==> config.mk <==
export PLATFORM = sky130hd
export DESIGN_NAME = peg_l2_rs_rmii_tx
export DESIGN_NICKNAME = d
export VERILOG_FILES = /design/src/rtl/peg_l2_params.sv /design/src/rtl/peg_l2_rs_rmii_tick_gen.sv /design/src/rtl/peg_l2_rs_rmii_tx.sv
export SDC_FILE = /design/constraint.sdc
export NUM_CORES = 1
export LEC_CHECK = 0
export BUFFER_PORTS_ARGS = -buffer_cell sky130_fd_sc_hd__buf_4
export CAP_MARGIN = 10
export CORE_AREA = 2 2 79 119
export DETAILED_ROUTE_END_ITERATION = 8
export DIE_AREA = 0 0 81 121
export PLACE_DENSITY = 0.79
export SLEW_MARGIN = 20
export SYNTH_ARGS = -nofsm -noshare
export SYNTH_HDL_FRONTEND = slang
export SYNTH_SLANG_ARGS = --single-unit
export TNS_END_PERCENT = 50
==> constraint.sdc <==
create_clock -name rmii_ref_clk -period 7.1 [get_ports rmii_ref_clk]
set_input_delay 0.71 -clock rmii_ref_clk [delete_from_list [all_inputs] [get_ports rmii_ref_clk]]
set_output_delay 0.71 -clock rmii_ref_clk [all_outputs]
set_load 0.005 [all_outputs]
==> src/rtl/peg_l2_params.sv <==
// Shared L2 constants and types for the RMII reconciliation sub-layer.
package peg_l2_params;

    localparam logic [55:0] PREAMBLE_VALUE  = {7{8'h55}};
    localparam logic [7:0]  SFD_VALUE       = 8'hD5;
    localparam logic [63:0] PREAMBLE_SFD    = {SFD_VALUE, PREAMBLE_VALUE};
    localparam int          PREAMBLE_DIBITS = 32;
    localparam int          RMII_10M_DIV    = 10;

    typedef enum logic [2:0] {
        IDLE,
        PREAMBLE,
        DATA,
        DRAIN,
        IFG
    } rmii_tx_fsm_t;

endpackage

==> src/rtl/peg_l2_rs_rmii_tick_gen.sv <==
// Dibit-rate strobe for RMII: every clock at 100M, every 10th clock at 10M.
// The speed select is sampled only while clear is held (the idle state).
module peg_l2_rs_rmii_tick_gen
    import peg_l2_params::*;
(
    input  logic rmii_ref_clk,
    input  logic rst,
    input  logic speed_100_n_10,
    input  logic clear,
    output logic dibit_tick
);

    localparam int             DIV_W    = $clog2(RMII_10M_DIV);
    localparam logic [DIV_W-1:0] DIV_LAST = DIV_W'(RMII_10M_DIV - 1);

    logic             speed_reg;
    logic [DIV_W-1:0] div_cnt_reg;

    always_ff @(posedge rmii_ref_clk or posedge rst) begin
        if (rst) begin
            speed_reg   <= 1'b0;
            div_cnt_reg <= '0;
        end else if (clear) begin
            speed_reg   <= speed_100_n_10;
            div_cnt_reg <= '0;
        end else if (div_cnt_reg == DIV_LAST) begin
            div_cnt_reg <= '0;
        end else begin
            div_cnt_reg <= div_cnt_reg + DIV_W'(1);
        end
    end

    assign dibit_tick = !clear && (speed_reg || (div_cnt_reg == DIV_LAST));

endmodule

==> src/rtl/peg_l2_rs_rmii_tx.sv <==
// RMII transmit reconciliation: serialises MAC words onto TXD/TX_EN with
// preamble+SFD, truncation on underrun/error, and inter-frame gap enforcement.
module peg_l2_rs_rmii_tx
    import peg_l2_params::*;
#(
    parameter  int PKT_DATA_W = 64,
    parameter  int IFG_DIBITS = 48,
    localparam int BCNT_W     = $clog2(PKT_DATA_W / 8)
) (
    input  logic                  rmii_ref_clk,
    input  logic                  rst,
    input  logic                  config_rs_mii_speed_100_n_10,
    input  logic                  pkt_valid,
    input  logic                  pkt_sop,
    input  logic                  pkt_eop,
    input  logic [BCNT_W-1:0]     pkt_bytes,
    input  logic [PKT_DATA_W-1:0] pkt_data,
    input  logic                  pkt_error,
    output logic                  pkt_ready,
    output logic                  rmii_tx_en,
    output logic [1:0]            rmii_txd,
    output logic                  tx_underrun,
    output logic                  tx_abort
);

    localparam int WORD_DIBITS = PKT_DATA_W / 2;
    localparam int CNT_W = $clog2((WORD_DIBITS > PREAMBLE_DIBITS) ? WORD_DIBITS : PREAMBLE_DIBITS);
    localparam logic [CNT_W-1:0] WORD_LAST = CNT_W'(WORD_DIBITS - 1);
    localparam logic [CNT_W-1:0] PRE_LAST  = CNT_W'(PREAMBLE_DIBITS - 1);
    localparam int IFG_W = $clog2(IFG_DIBITS + 1);
    localparam logic [IFG_W-1:0] IFG_LAST  = IFG_W'(IFG_DIBITS - 1);

    rmii_tx_fsm_t          state_reg, state_next;
    logic [PKT_DATA_W-1:0] data_sr_reg, data_sr_next;
    logic [CNT_W-1:0]      cnt_reg, cnt_next;
    logic [CNT_W-1:0]      last_idx_reg, last_idx_next;
    logic                  eop_word_reg, eop_word_next;
    logic [IFG_W-1:0]      ifg_cnt_reg, ifg_cnt_next;
    logic                  tx_en_reg, tx_en_next;
    logic [1:0]            txd_reg, txd_next;
    logic                  underrun_reg, underrun_next;
    logic                  abort_reg, abort_next;
    logic                  ready_int;
    logic                  dibit_tick;
    logic [CNT_W-1:0]      pre_idx;

    // Index of the final dibit of a word: short eop words stop after pkt_bytes bytes.
    function automatic logic [CNT_W-1:0] word_last_idx(input logic eop, input logic [BCNT_W-1:0] nbytes);
        logic [CNT_W-1:0] n;
        n = CNT_W'({nbytes, 2'b00});
        if (eop && (nbytes != '0))
            return n - CNT_W'(1);
        return WORD_LAST;
    endfunction

    peg_l2_rs_rmii_tick_gen u_tick_gen (
        .rmii_ref_clk   (rmii_ref_clk),
        .rst            (rst),
        .speed_100_n_10 (config_rs_mii_speed_100_n_10),
        .clear          (state_reg == IDLE),
        .dibit_tick     (dibit_tick)
    );

    always_ff @(posedge rmii_ref_clk or posedge rst) begin
        if (rst) begin
            state_reg    <= IDLE;
            data_sr_reg  <= '0;
            cnt_reg      <= '0;
            last_idx_reg <= '0;
            eop_word_reg <= 1'b0;
            ifg_cnt_reg  <= '0;
            tx_en_reg    <= 1'b0;
            txd_reg      <= 2'b00;
            underrun_reg <= 1'b0;
            abort_reg    <= 1'b0;
        end else begin
            state_reg    <= state_next;
            data_sr_reg  <= data_sr_next;
            cnt_reg      <= cnt_next;
            last_idx_reg <= last_idx_next;
            eop_word_reg <= eop_word_next;
            ifg_cnt_reg  <= ifg_cnt_next;
            tx_en_reg    <= tx_en_next;
            txd_reg      <= txd_next;
            underrun_reg <= underrun_next;
            abort_reg    <= abort_next;
        end
    end

    // txd_reg always holds the dibit currently on the wire; each tick retires it
    // and presents the next one.
    always_comb begin
        state_next    = state_reg;
        data_sr_next  = data_sr_reg;
        cnt_next      = cnt_reg;
        last_idx_next = last_idx_reg;
        eop_word_next = eop_word_reg;
        ifg_cnt_next  = ifg_cnt_reg;
        tx_en_next    = tx_en_reg;
        txd_next      = txd_reg;
        underrun_next = 1'b0;
        abort_next    = 1'b0;
        ready_int     = 1'b0;
        pre_idx       = cnt_reg + CNT_W'(1);

        case (state_reg)
            IDLE: begin
                ready_int  = 1'b1;
                tx_en_next = 1'b0;
                txd_next   = 2'b00;
                cnt_next   = '0;
                if (pkt_valid && pkt_sop) begin
                    if (pkt_error) begin
                        abort_next = 1'b1;
                    end else begin
                        state_next    = PREAMBLE;
                        data_sr_next  = pkt_data;
                        last_idx_next = word_last_idx(pkt_eop, pkt_bytes);
                        eop_word_next = pkt_eop;
                        tx_en_next    = 1'b1;
                        txd_next      = PREAMBLE_SFD[1:0];
                    end
                end
            end

            PREAMBLE: begin
                if (dibit_tick) begin
                    if (cnt_reg == PRE_LAST) begin
                        state_next = DATA;
                        cnt_next   = '0;
                        txd_next   = data_sr_reg[1:0];
                    end else begin
                        cnt_next = pre_idx;
                        txd_next = PREAMBLE_SFD[{pre_idx, 1'b0} +: 2];
                    end
                end
            end

            DATA: begin
                if (dibit_tick) begin
                    if (cnt_reg != last_idx_reg) begin
                        data_sr_next = data_sr_reg >> 2;
                        txd_next     = data_sr_reg[3:2];
                        cnt_next     = cnt_reg + CNT_W'(1);
                    end else if (eop_word_reg) begin
                        state_next   = IFG;
                        ifg_cnt_next = '0;
                        tx_en_next   = 1'b0;
                        txd_next     = 2'b00;
                    end else begin
                        ready_int = 1'b1;
                        if (!pkt_valid) begin
                            underrun_next = 1'b1;
                            state_next    = DRAIN;
                            tx_en_next    = 1'b0;
                            txd_next      = 2'b00;
                        end else if (pkt_error || pkt_sop) begin
                            // A stray sop mid-frame is handled like an error: the new packet is discarded.
                            abort_next   = 1'b1;
                            state_next   = pkt_eop ? IFG : DRAIN;
                            ifg_cnt_next = '0;
                            tx_en_next   = 1'b0;
                            txd_next     = 2'b00;
                        end else begin
                            data_sr_next  = pkt_data;
                            txd_next      = pkt_data[1:0];
                            cnt_next      = '0;
                            last_idx_next = word_last_idx(pkt_eop, pkt_bytes);
                            eop_word_next = pkt_eop;
                        end
                    end
                end
            end

            DRAIN: begin
                ready_int  = 1'b1;
                tx_en_next = 1'b0;
                txd_next   = 2'b00;
                if (pkt_valid && pkt_eop) begin
                    state_next   = IFG;
                    ifg_cnt_next = '0;
                end
            end

            IFG: begin
                tx_en_next = 1'b0;
                txd_next   = 2'b00;
                if (dibit_tick) begin
                    if (ifg_cnt_reg == IFG_LAST)
                        state_next = IDLE;
                    else
                        ifg_cnt_next = ifg_cnt_reg + IFG_W'(1);
                end
            end

            default: begin
                state_next = IDLE;
                tx_en_next = 1'b0;
                txd_next   = 2'b00;
            end
        endcase
    end

    assign pkt_ready   = ready_int && !rst;
    assign rmii_tx_en  = tx_en_reg;
    assign rmii_txd    = txd_reg;
    assign tx_underrun = underrun_reg;
    assign tx_abort    = abort_reg;

endmodule

# After elaboration in Yosys (flattened, before gate mapping)
# Index checks and enable logic that the tools add are counted.
[word_totals] register_bits=94 wordCells=173
[classes] addsub=4 eq_ne=27 shifts=1 n_mux=105 bitwise_logic=1 reduce_logical=23
[ops] cell="two-way mux 64 bit" count=7
[ops] cell="one-hot mux 64 bit (2 select lines)" count=1
[ops] cell="two-way mux 5 bit" count=17
[ops] cell="variable part select 64 x 7 -> 2 bit (first input constant)" count=1
[ops] cell="two-way mux 6 bit" count=8
[ops] cell="two-way mux 1 bit" count=41
[ops] cell="two-way mux 3 bit" count=13
[ops] cell="inequality test 2 bit (second input constant)" count=13
[ops] cell="one-hot mux 6 bit (3 select lines)" count=1
[ops] cell="AND reduction 8 bit" count=2
[ops] cell="inequality test 3 bit (second input constant)" count=5
[ops] cell="one-hot mux 3 bit (5 select lines)" count=1
[ops] cell="one-hot mux 5 bit (3 select lines)" count=1
[ops] cell="two-way mux 2 bit" count=7
[ops] cell="one-hot mux 5 bit (2 select lines)" count=1
[ops] cell="AND reduction 10 bit" count=1
[ops] cell="nonzero test 3 bit" count=3
[ops] cell="two-way mux 4 bit" count=2
[ops] cell="AND reduction 7 bit" count=1
[ops] cell="adder 6 x 1 -> 6 bit (second input constant)" count=1
[ops] cell="equality test 3 x 2 -> 1 bit (second input constant)" count=2
[ops] cell="equality test 6 bit (second input constant)" count=1
[ops] cell="one-hot mux 1 bit (2 select lines)" count=3
[ops] cell="one-hot mux 2 bit (3 select lines)" count=1
[ops] cell="21 further kinds" count=27

# Logic depth before layout (Yosys ltp)
# Gate-level depths: netlist of the first run.
[logic_depth] word_depth=16 depth_mapped=9

# Hierarchy
# A second synthesis of the first run with hierarchy kept.
[hier_totals] cells_unflattened=555 hier_area_um2=4774.6
[by_module_without_submodules] module="peg_l2_rs_rmii_tx" instances=1 cells_each=530 area_each_um2=4526.8 seq_area_each_um2=2202.1
[by_module_without_submodules] module="peg_l2_rs_rmii_tick_gen" instances=1 cells_each=25 area_each_um2=247.7 seq_area_each_um2=125.1

# Worst setup path before layout of the first run
# No wires, ideal clock.
[synth_timing] path_type="input port to flip-flop" from="input port pkt_sop" to="register data_sr_reg[1]" t_arrival_ns=2.265 required_ns=6.975 path_slack_ns=4.710 cell_stages=6 n_path_buf=1 path_cell_list="or4b_1 > nand2_1 > nand2_1 > a21oi_4 > buf_6 > mux2_2"
[synth_via] elab_chain_cells=3 word_cells_on_any_way=5 cone_classes="2 x eq/ne; 3 x reduce/logical"
[synth_rtl] element="from (decl)" line="peg_l2_rs_rmii_tx.sv:14" source="input logic pkt_sop,"
[synth_rtl] element="logical OR 1 bit / logical AND 1 bit (equally long branches)" line="peg_l2_rs_rmii_tx.sv:157, peg_l2_rs_rmii_tx.sv:112"
[synth_rtl] element="inequality test 3 bit (no source line) / inequality test 2 bit (equally long branches)"
[synth_rtl] element="AND reduction 7 bit (no source line) *"
[synth_rtl] element="to (signal assigned)" line="peg_l2_rs_rmii_tx.sv:78" source="data_sr_reg <= data_sr_next;"
[synth_rtl] element="to (decl)" line="peg_l2_rs_rmii_tx.sv:34" source="logic [PKT_DATA_W-1:0] data_sr_reg, data_sr_next;"
# Every way passes the cells marked *; elsewhere a longest branch is shown, timed or not.
# A chain may end at the register's enable or synchronous reset.

# Final worst setup path of the first run
[layout_timing] from="register state_reg[1]" to="register data_sr_reg[37]"
[layout_via] elab_chain_cells=5 word_cells_on_any_way=13 cone_classes="7 x eq/ne; 1 x mux; 5 x reduce/logical"
[layout_rtl] element="from (decl)" line="peg_l2_rs_rmii_tx.sv:33" source="rmii_tx_fsm_t state_reg, state_next;"
[layout_rtl] element="from (signal assigned)" line="peg_l2_rs_rmii_tx.sv:77" source="state_reg <= state_next;"
[layout_rtl] element="logical NOT 3 bit" line="peg_l2_rs_rmii_tx.sv:60, peg_l2_rs_rmii_tx.sv:106"
[layout_rtl] element="logical NOT 1 bit" line="peg_l2_rs_rmii_tick_gen.sv:33" source="assign dibit_tick = !clear && (speed_reg || (div_cnt_reg == DIV_LAST));"
[layout_rtl] element="logical AND 1 bit" line="peg_l2_rs_rmii_tick_gen.sv:33"
[layout_rtl] element="inequality test 2 bit (no source line)"
[layout_rtl] element="AND reduction 7 bit (no source line)"
# Several ways; a longest one is shown, not always the timed one.

==> reports/qor.csv, run 1 <==
metric;value;unit
clk_lat worst skew;0.34;ns
number of I/O pins;80;
ys async rst share;100;%
1st-pass router iterations;4;
Post-Synth Adder-Cell Area;2.14;%
Mapped Area;5150;um2
first-pass GRT wire length;17.8;mm
Die Y;121;um
count of pins over their slew limit;0;
total setup buffers inserted after CTS;0;
Initial Util;59.1;%
final instance area;6050;um2
RSZ-0062 raised after global routing;false;
Worst setup EP type;register;
chip width;81;um
Clock Tree Buf Depth;2;
DP Worst Slack;3.73;ns
simple-gate share of the synthesized area;10.1;%
top post-synthesis cells by count;123 x mux2_2, 93 x dfrtp_1, 30 x nand2_1, 17 x o21ai_0, 16 x nor2_1;
DRC;0;
status;finished clean;
sequential area share after synthesis;45.2;%
area delta synth->final;17.5;%
FILL cells;701;
Slew @ Worst Pin;0.919;ns
P_sw;0.899;mW
peak supply drop;0.255;mV
Max FO, Critical Path;74;
relative slew slack;38.7;%
grt total ovfl;0;
ant diodes;0;
placer congestion estimate;0.949;
synth unique cells;62;
via count;3647;
Sink Count;93;
Mapped Cells;437;
hold_ws;0.325;ns
Pint;1.74;mW
via/cell ratio;5.87;
Max Clk Rate;0.292;GHz
post-route setup slack;3.68;ns
critical path required time;7.32;ns
Flop pwr share;35.5;%
CP max stage delay;0.74;ns
Power Density;436;nW/um2
PostCTS Resize Cnt;0;
IO buf count;79;
Synth Net Count;519;
CTS buffer count;9;
initial antenna violation count;0;
# hold bufs at CTS;0;
Overall Power;2.64;mW
post-synthesis register bit count;93;
setup TNS;0;ns
final wirelength;10.6;mm
final core occ;69.4;%
mux share of post-synthesis cell area;28.9;%
DRT antenna net count;0;
H-Tree Depth;3;
fin crit period;3.42;ns
Yosys warnings;0;
skew final;0.00941;ns
Tcrit/Tclk final;48.2;%
CTS tree;yes;
largest net degree at the start of global routing;75;
synthesized area per cell;11.8;um2
number of enable flip-flop cells after synthesis;0;
xor/xnor share of the synthesized area;1.02;%
post-synth top area cell;dfrtp_1;
post-placement cell area;5750;um2
largest family of logic cells by synthesized area;multiplexers;
core area;8720;um2
clk slew on worst S/H paths;0.07;ns
top_reg_cell synth;dfrtp_1;
Switching Share;34.0;%
root buffer cell;clkbuf_16;
max FFs per register;64;
top-count cell post-synth;mux2_2;
Post-Place Cells;606;
power share of the clock group;18.5;%
share of layout cells above drive strength 1;45.2;%
final non-filler cell total;621;
final hold violation count;0;
leak pwr;2.65;nW
hpwl dp;7.36;mm
top post-synthesis cells by area;dfrtp_1 45%, mux2_2 27%, nand2_1 2.2%;
final setup vio count;0;
delay-heaviest family, CP;simple AND/OR/NAND/NOR gates;
full die area;9800;um2
Min-Delay Path Class;input pin to asynchronous set/reset pin;
worst-path cell chain;nor2b_1 > and2_1 > nand2_4 > a21oi_4 > buf_4 > mux2_2;
Setup crit start kind;register;
Final nets;589;
Max Cap Viol;0;
row cnt;42;
CP max stage cell;dfrtp_1;
DR iter-0 viols;189;
compound-cell area share of the yosys netlist;8.74;%
Synth top area share;45.2;%
number of global-route vias before repair;3744;
combinational share of power;46.0;%
Crit Path Class;register to register;
overall global routing resource usage;23.5;%
wire per inst;17.1;um
crit path buf inv count;1;
critical path arrival;3.64;ns
==> routing by layer <==
layer	track usage, %	share of wire, %	up-vias
met2	38.3	52	110
met1	29.2	39	1796
met5	0	0	-
met4	11.5	3.4	0
met3	4.91	5.4	22
li1	-	-	1719
==> area by class of cell <==
cell class	count	area, um2	area share, %
Clock buffer	12	256	4.24
Clock inverter	3	45.0	0.744
Inverter	14	55.1	0.909
Multi-Input combinational cell	308	2630	43.4
Sequential cell	93	2330	38.4
Tap cell	110	138	2.27
Timing Repair Buffer	81	608	10.0
==> logic make-up (layout without fill, tap and decap cells) <==
| kind of cell | after synthesis | in the layout |
|---|---|---|
| AOI/OAI and AO/OA | 61 | 61 |
| xor gates and xnor gates | 6 | 6 |
| adders and majority gates | 9 | 9 |
| buffers and inverters | 36 | 110 |
| DFF | 93 | 93 |
| muxes | 133 | 133 |
| and+or+nand+nor | 99 | 99 |
==> cell usage in the layout (no fill, tap or decap), drive strengths merged, types with 5 or more instances in the layout <==
| master | n |
|---|---|
| a21oi | 10 |
| and2 | 7 |
| buf | 81 |
| clkbuf | 12 |
| dfrtp | 93 |
| ha | 8 |
| inv | 14 |
| mux2 | 125 |
| mux2i | 8 |
| nand2 | 31 |
| nand3 | 11 |
| nor2 | 17 |
| o21ai | 17 |
| xnor2 | 5 |
==> power by group through the flow <==
stage / sequential, mW / combinational [mW] / clock [mW]
after CTS: 0.938 / 1.22 / 0.495
after global placement: 0.928 / 1.17 / 0
final: 0.937 / 1.21 / 0.489
after detailed placement: 0.946 / 1.21 / 0
after floorplan: 0.871 / 1.10 / 0
after global routing: 0.972 / 1.33 / 0.517
==> path summary, 6_finish.rpt <==
path	end	slack (ns)	start	cells after the start
worst min-delay path	rmii_txd[0]	0.33	rst	2
worst max register to register	data_sr_reg[37]	3.68	state_reg[1]	6
worst max-delay path	data_sr_reg[37]	3.68	state_reg[1]	6
max in group asynchronous	data_sr_reg[53]	5.60	rst	3
worst min register to register	data_sr_reg[42]	0.49	data_sr_reg[42]	1
min in group rmii_ref_clk	data_sr_reg[42]	0.49	data_sr_reg[42]	1
(Power assumes the default switching activity.)
==> run 2: changes to the inputs <==
Settings changed: ABC_AREA from default to 1, CORE_AREA 2 2 79 119 to 2 2 86 130, DIE_AREA 0 0 81 121 to 0 0 88 132, PLACE_DENSITY 0.79 to 0.73.
Clock period 7.1 ns to 3.1 ns, I/O delays scaled along.
==> reports/qor.csv, run 2 <==
metric;value;unit;change
root buffer cell;clkbuf_16;;
post-synthesis register bit count;93;;unchanged
crit path buf inv count;1;;unchanged
Power Density;928;nW/um2;+110%
share of layout cells above drive strength 1;15.6;%;-30 points
synth unique cells;32;;-48%
FILL cells;978;;+40%
critical path arrival;2.65;ns;-0.99 ns
most frequent cells in the layout;408 x nand2_1, 93 x dfrtp_1, 90 x nand3_1, 83 x buf_4, 37 x nor2_1;;
Final nets;916;;+56%
count of pins over their slew limit;0;;unchanged
commonest non-fill, non-tap cell in the layout;nand2_1;;
final wirelength;12.8;mm;+21%
Sink Count;93;;unchanged
leak pwr;3.52;nW;+33%
max FFs per register;64;;unchanged
DR iter-0 viols;308;;+63%
Setup crit start kind;register;;
setup TNS;0;ns;unchanged
top post-synthesis cells by area;dfrtp_1 43%, nand2_1 29%, nand3_1 8.4%;;
number of I/O pins;80;;unchanged
first-pass GRT wire length;21.5;mm;+21%
top_reg_cell synth;dfrtp_1;;
Slew @ Worst Pin;0.776;ns;-0.143 ns
Mapped Area;5370;um2;+4.2%
via count;5054;;+39%
Max Clk Rate;0.421;GHz;+44%
skew final;0.0111;ns;+0.00165 ns
final setup vio count;0;;unchanged
via/cell ratio;5.14;;-12%
Yosys warnings;0;;unchanged
CP max stage delay;0.57;ns;-0.17 ns
total setup buffers inserted after CTS;0;;unchanged
synthesized area per cell;6.92;um2;-41%
number of enable flip-flop cells after synthesis;0;;unchanged
Synth top area share;43.4;%;-1.8 points
r2r worst-path depth;10;;+4
IO buf count;79;;unchanged
core area;10400;um2;+19%
full die area;11600;um2;+19%
R2R setup slack;0.73;ns;-2.95 ns
Clock Tree Buf Depth;2;;unchanged
RSZ-0062 raised after global routing;false;;
peak supply drop;0.521;mV;+100%
top-count cell post-synth;nand2_1;;
critical path depth in cells;10;;+4
chip width;88;um;+8.6%
wire per inst;13.0;um;-24%
Tcrit/Tclk final;76.6;%;+28 points
post-synth top area cell;dfrtp_1;;
final hold violation count;0;;unchanged
FF-to-FF End;data_sr_reg[34];;
ys async rst share;100;%;unchanged
worst-path cell chain;nor2_1 > nand2_1 > nand2_1 > nand3_2 > nand2_2 > nand2_1 > nand2_2 > buf_4 > nand2_1 > nand2_1;;
ant diodes;0;;unchanged
clk_lat worst skew;0.35;ns;about the same
clk slew on worst S/H paths;0.06;ns;about the same
relative slew slack;48.3;%;+9.5 points
delay-heaviest family, CP;simple AND/OR/NAND/NOR gates;;
DRC;0;;unchanged
H-Tree Depth;3;;unchanged
initial antenna violation count;0;;unchanged
DRT antenna net count;0;;unchanged
Min-Delay Path Class;input pin to asynchronous set/reset pin;;
area delta synth->final;16.8;%;
largest net degree at the start of global routing;75;;unchanged
overall global routing resource usage;22.8;%;-0.63 points
sequential area share after synthesis;43.4;%;-1.8 points
most used cell, CP;nand2_1;;
Die Y;132;um;+9.1%
RR Startpoint;cnt_reg[0];;
row cnt;46;;+9.5%
CP max stage cell;buf_4;;
placer congestion estimate;0.825;;-13%
CTS buffer count;9;;unchanged
number of global-route vias before repair;4862;;+30%
top post-synthesis cells by count;408 x nand2_1, 93 x dfrtp_1, 90 x nand3_1, 37 x nor2_1, 29 x inv_1;;
CTS tree;yes;;
PostCTS Resize Cnt;0;;unchanged
1st-pass router iterations;4;;unchanged
Max Cap Viol;0;;unchanged
grt total ovfl;0;;unchanged
Synth Net Count;857;;+65%
Mapped Cells;775;;+77%
# hold bufs at CTS;0;;unchanged
fin crit period;2.37;ns;-1.05 ns
status;finished clean;;
Worst setup EP type;register;;
Max FO, Critical Path;66;;-11%
Overall Power;5.82;mW;+120%
critical path required time;3.38;ns;-3.94 ns
Crit Path Class;register to register;;
hpwl dp;8.71;mm;+18%
Initial Util;51.5;%;-7.5 points
## run 2: cell count changes after synthesis, sizes merged, moves of 5 or more
cell / delta
inv: +23
nand4: +10
and2: -6
mux2: -125
buf: +15
o21ai: -5
nand3: +83
nand2: +390
mux2i: -8
nor2: +25
## run 2: worst reg2reg max path, stage by stage, from the launching register on
cell,delay (ns)
dfrtp_1,0.45
nor2_1,0.16
nand2_1,0.07
nand2_1,0.09
nand3_2,0.10
nand2_2,0.37
nand2_1,0.12
nand2_2,0.10
buf_4,0.57
nand2_1,0.18
nand2_1,0.11
## run 2: metal layers
metal  part of all wire [%]  GRT usage (%)  up-vias
met5                      0              0        -
met4                    3.3           10.0        0
met3                    4.2           3.44       32
met2                     52           38.9      154
met1                     41           28.1     2327
li1                       -              -     2541
## run 2: per-stage QoR
step	instances	hold WS, ns	cell area [um2]	worst slack [ns]	util [%]
floorplan	775	0.376	5370	0.370	-
global placement	967	0.397	5960	0.844	57.3
detailed placement	967	0.400	5960	0.741	57.3
CTS	983	0.0376	6270	0.738	60.2
global route	983	0.0738	6270	0.426	60.2
finish	983	0.0167	6270	0.726	60.2
## run 2: kinds of logic (layout without fill, tap and decap cells)
family	count (synthesis)	count (layout)	share of synthesized area, %
AND/OR/NAND/NOR	571	571	44.2
XOR/XNOR	5	5	0.816
flip-flops	93	93	43.4
adder cells (fa/ha/maj)	8	8	1.87
AO/OA/AOI/OAI	24	24	2.50
buffers and inverters	74	138	7.27
## run 2: cell type report
cell class              instances  area (um2)  share of cell area (%)
clock inverters                 3        43.8                   0.699
multi-input cells             608        2650                    42.3
well taps                     144         180                    2.87
clock buffers                  13         260                    4.15
flip-flops and latches         93        2330                    37.1
repair buffers                 85         663                    10.6
inverters                      37         140                    2.24
## run 2: where the power goes
group	switching, mW	internal (mW)	total [mW]
Combinational	1.76	0.864	2.62
Clock	0.456	0.670	1.13
Sequential	0.332	1.74	2.07
Total	2.55	3.27	5.82
## run 2: how the worst max path moves through the flow
stage / start / end / slack, ns
2_1_floorplan: rst / cnt_reg[0] / 0.37
3_3_place_gp: cnt_reg[2] / data_sr_reg[62] / 0.84
3_5_place_dp: cnt_reg[0] / data_sr_reg[62] / 0.74
4_1_cts: cnt_reg[0] / data_sr_reg[62] / 0.74
5_1_grt: cnt_reg[2] / data_sr_reg[46] / 0.43
6_report: cnt_reg[0] / data_sr_reg[34] / 0.73
==> run 3: changes to the inputs <==
Settings changed: CORE_AREA 2 2 86 130 to 2 2 82 123, DIE_AREA 0 0 88 132 to 0 0 84 125, PLACE_DENSITY 0.73 to 0.77.
Clock period 3.1 ns to 2.2 ns, I/O delays scaled along.
==> reports/qor.csv, run 3 (synthesis results as in run 2) <==
metric;value;unit;change
max FFs per register;64;;unchanged
Tcrit/Tclk final;93.8;%;
clk_lat worst skew;0.34;ns;about the same
Max Clk Rate;0.484;GHz;
1st-pass router iterations;5;;+1
relative slew slack;60.8;%;+13 points
leak pwr;3.54;nW;+0.47%
RSZ-0062 raised after global routing;false;;
FILL cells;845;;-14%
share of layout cells above drive strength 1;16.7;%;+1.1 points
worst-path cell chain;inv_1 > ha_1 > nand3_2 > nand2_2 > nand2_1 > nor3_2 > nand2_1 > a31oi_1 > buf_4;;
Initial Util;56.3;%;+4.8 points
Max Cap Viol;0;;unchanged
Final nets;921;;+0.55%
r2r worst-path depth;10;;unchanged
CP max stage cell;dfrtp_1;;
Setup crit start kind;register;;
Clock Tree Buf Depth;2;;unchanged
full die area;10500;um2;-9.6%
first-pass GRT wire length;22.1;mm;+2.9%
core area;9520;um2;-8.6%
clk slew on worst S/H paths;0.06;ns;about the same
Crit Path Class;register to output pin;;
crit path buf inv count;2;;+1
row cnt;44;;-4.3%
wire per inst;13.4;um;+3.0%
critical path arrival;1.84;ns;-0.81 ns
P_sw;3.66;mW;+44%
hpwl dp;8.67;mm;-0.41%
number of I/O pins;80;;unchanged
Slew @ Worst Pin;0.584;ns;-0.192 ns
RR Startpoint;cnt_reg[1];;
status;finished clean;;
DR iter-0 viols;416;;+35%
grt total ovfl;0;;unchanged
via/cell ratio;5.32;;+3.5%
Max FO, Critical Path;3;;-95%
fin crit period;2.06;ns;
Pint;4.64;mW;+42%
commonest non-fill, non-tap cell in the layout;nand2_1;;
number of global-route vias before repair;4945;;+1.7%
final non-filler cell total;959;;-2.4%
DRT antenna net count;0;;unchanged
most frequent cells in the layout;406 x nand2_1, 93 x dfrtp_1, 89 x nand3_1, 86 x buf_4, 36 x nor2_1;;
Switching Share;44.1;%;+0.37 points
most used cell, CP;nand2_1;;
placer congestion estimate;0.888;;+7.6%
FF-to-FF End;state_reg[1];;
skew final;0.00741;ns;-0.00364 ns
IO buf count;79;;unchanged
peak supply drop;0.842;mV;+61%
Sink Count;93;;unchanged
DRC;0;;unchanged
via count;5102;;+0.95%
root buffer cell;clkbuf_16;;
power share of the clock group;18.6;%;-0.8 points
critical path required time;1.98;ns;-1.40 ns
H-Tree Depth;3;;unchanged
Worst setup EP type;output pin;;
final wirelength;12.9;mm;+0.46%
final hold violation count;0;;unchanged
overall global routing resource usage;25.6;%;+2.7 points
ant diodes;0;;unchanged
Die Y;125;um;-5.3%
largest net degree at the start of global routing;94;;+25%
CP max stage delay;0.40;ns;-0.17 ns
combinational share of power;46.2;%;+1.1 points
# hold bufs at CTS;0;;unchanged
count of pins over their slew limit;0;;unchanged
final setup vio count;0;;unchanged
area delta synth->final;17.5;%;
initial antenna violation count;0;;unchanged
CTS tree;yes;;
Overall Power;8.30;mW;+43%
CTS buffer count;9;;unchanged
Post-Place Cells;942;;-2.6%
Power Density;1320;nW/um2;+42%
Flop pwr share;35.2;%;-0.4 points
delay-heaviest family, CP;simple AND/OR/NAND/NOR gates;;
R2R setup slack;0.20;ns;-0.53 ns
setup TNS;0;ns;unchanged
chip width;84;um;-4.5%
Min-Delay Path Class;input pin to asynchronous set/reset pin;;
run 3: metrics by stage:
step | util (%) | hold WS, ns | cell area [um2] | setup slack (ns)
2_1_floorplan | - | 0.286 | 5370 | 0.543
3_3_place_gp | 62.8 | 0.417 | 5990 | 0.327
3_5_place_dp | 62.8 | 0.418 | 5990 | 0.275
4_1_cts | 65.9 | 0.0584 | 6280 | 0.0860
5_1_grt | 66.2 | 0.0647 | 6300 | 0.00175
6_report | 66.2 | 0.0125 | 6300 | 0.136
run 3: layer usage:
metal / wire length, um / global-route usage, % / vias to the layer above
li1: - / - / 2552
met1: 5240 / 32.7 / 2366
met4: 298 / 9.30 / 0
met3: 674 / 4.03 / 23
met5: 0 / 0 / -
met2: 6670 / 43.8 / 161
run 3: area by class of cell:
class	instances	area (um2)	share of cell area [%]
Timing Repair Buffer	90	726	11.5
Clock buffer	11	233	3.69
Inverter	37	143	2.26
Sequential cell	93	2330	36.9
Tap cell	115	144	2.28
Clock inverter	5	61.3	0.972
Multi-Input combinational cell	608	2670	42.4
run 3: worst register-to-register path, stage by stage (launching register included):
cell      delay [ns]
dfrtp_1         0.45
ha_1            0.22
nand2_1         0.10
nor2_1          0.13
ha_1            0.19
inv_1           0.12
nand3_1         0.12
a21boi_1        0.29
nand2_1         0.15
nand2_1         0.08
nand2_1         0.05
run 3: worst max path at each step:
stage                         startpoint         endpoint  slack [ns]  cells after the start
6_report       u_tick_gen.div_cnt_reg[1]        pkt_ready        0.14                      9
5_1_grt        u_tick_gen.div_cnt_reg[1]        pkt_ready       0.002                      9
4_1_cts        u_tick_gen.div_cnt_reg[1]        pkt_ready        0.09                      9
3_5_place_dp                  cnt_reg[2]  last_idx_reg[3]        0.27                     10
3_3_place_gp                  cnt_reg[2]  last_idx_reg[4]        0.33                     10
2_1_floorplan                 cnt_reg[1]     state_reg[2]        0.54                     10
run 3: what timing repair did:
item                       CTS  global route
setup buffers                0             1
resized for setup            0             5
setup endpoints to repair    0             1
run 3: power groups by stage:
stage	logic [mW]	clock network (mW)	registers (mW)
after floorplan	3.10	0	2.82
after global placement	3.67	0	2.90
after detailed placement	3.78	0	2.94
after CTS	3.81	1.57	2.92
after global routing	4.39	1.63	3.01
final	3.83	1.54	2.92
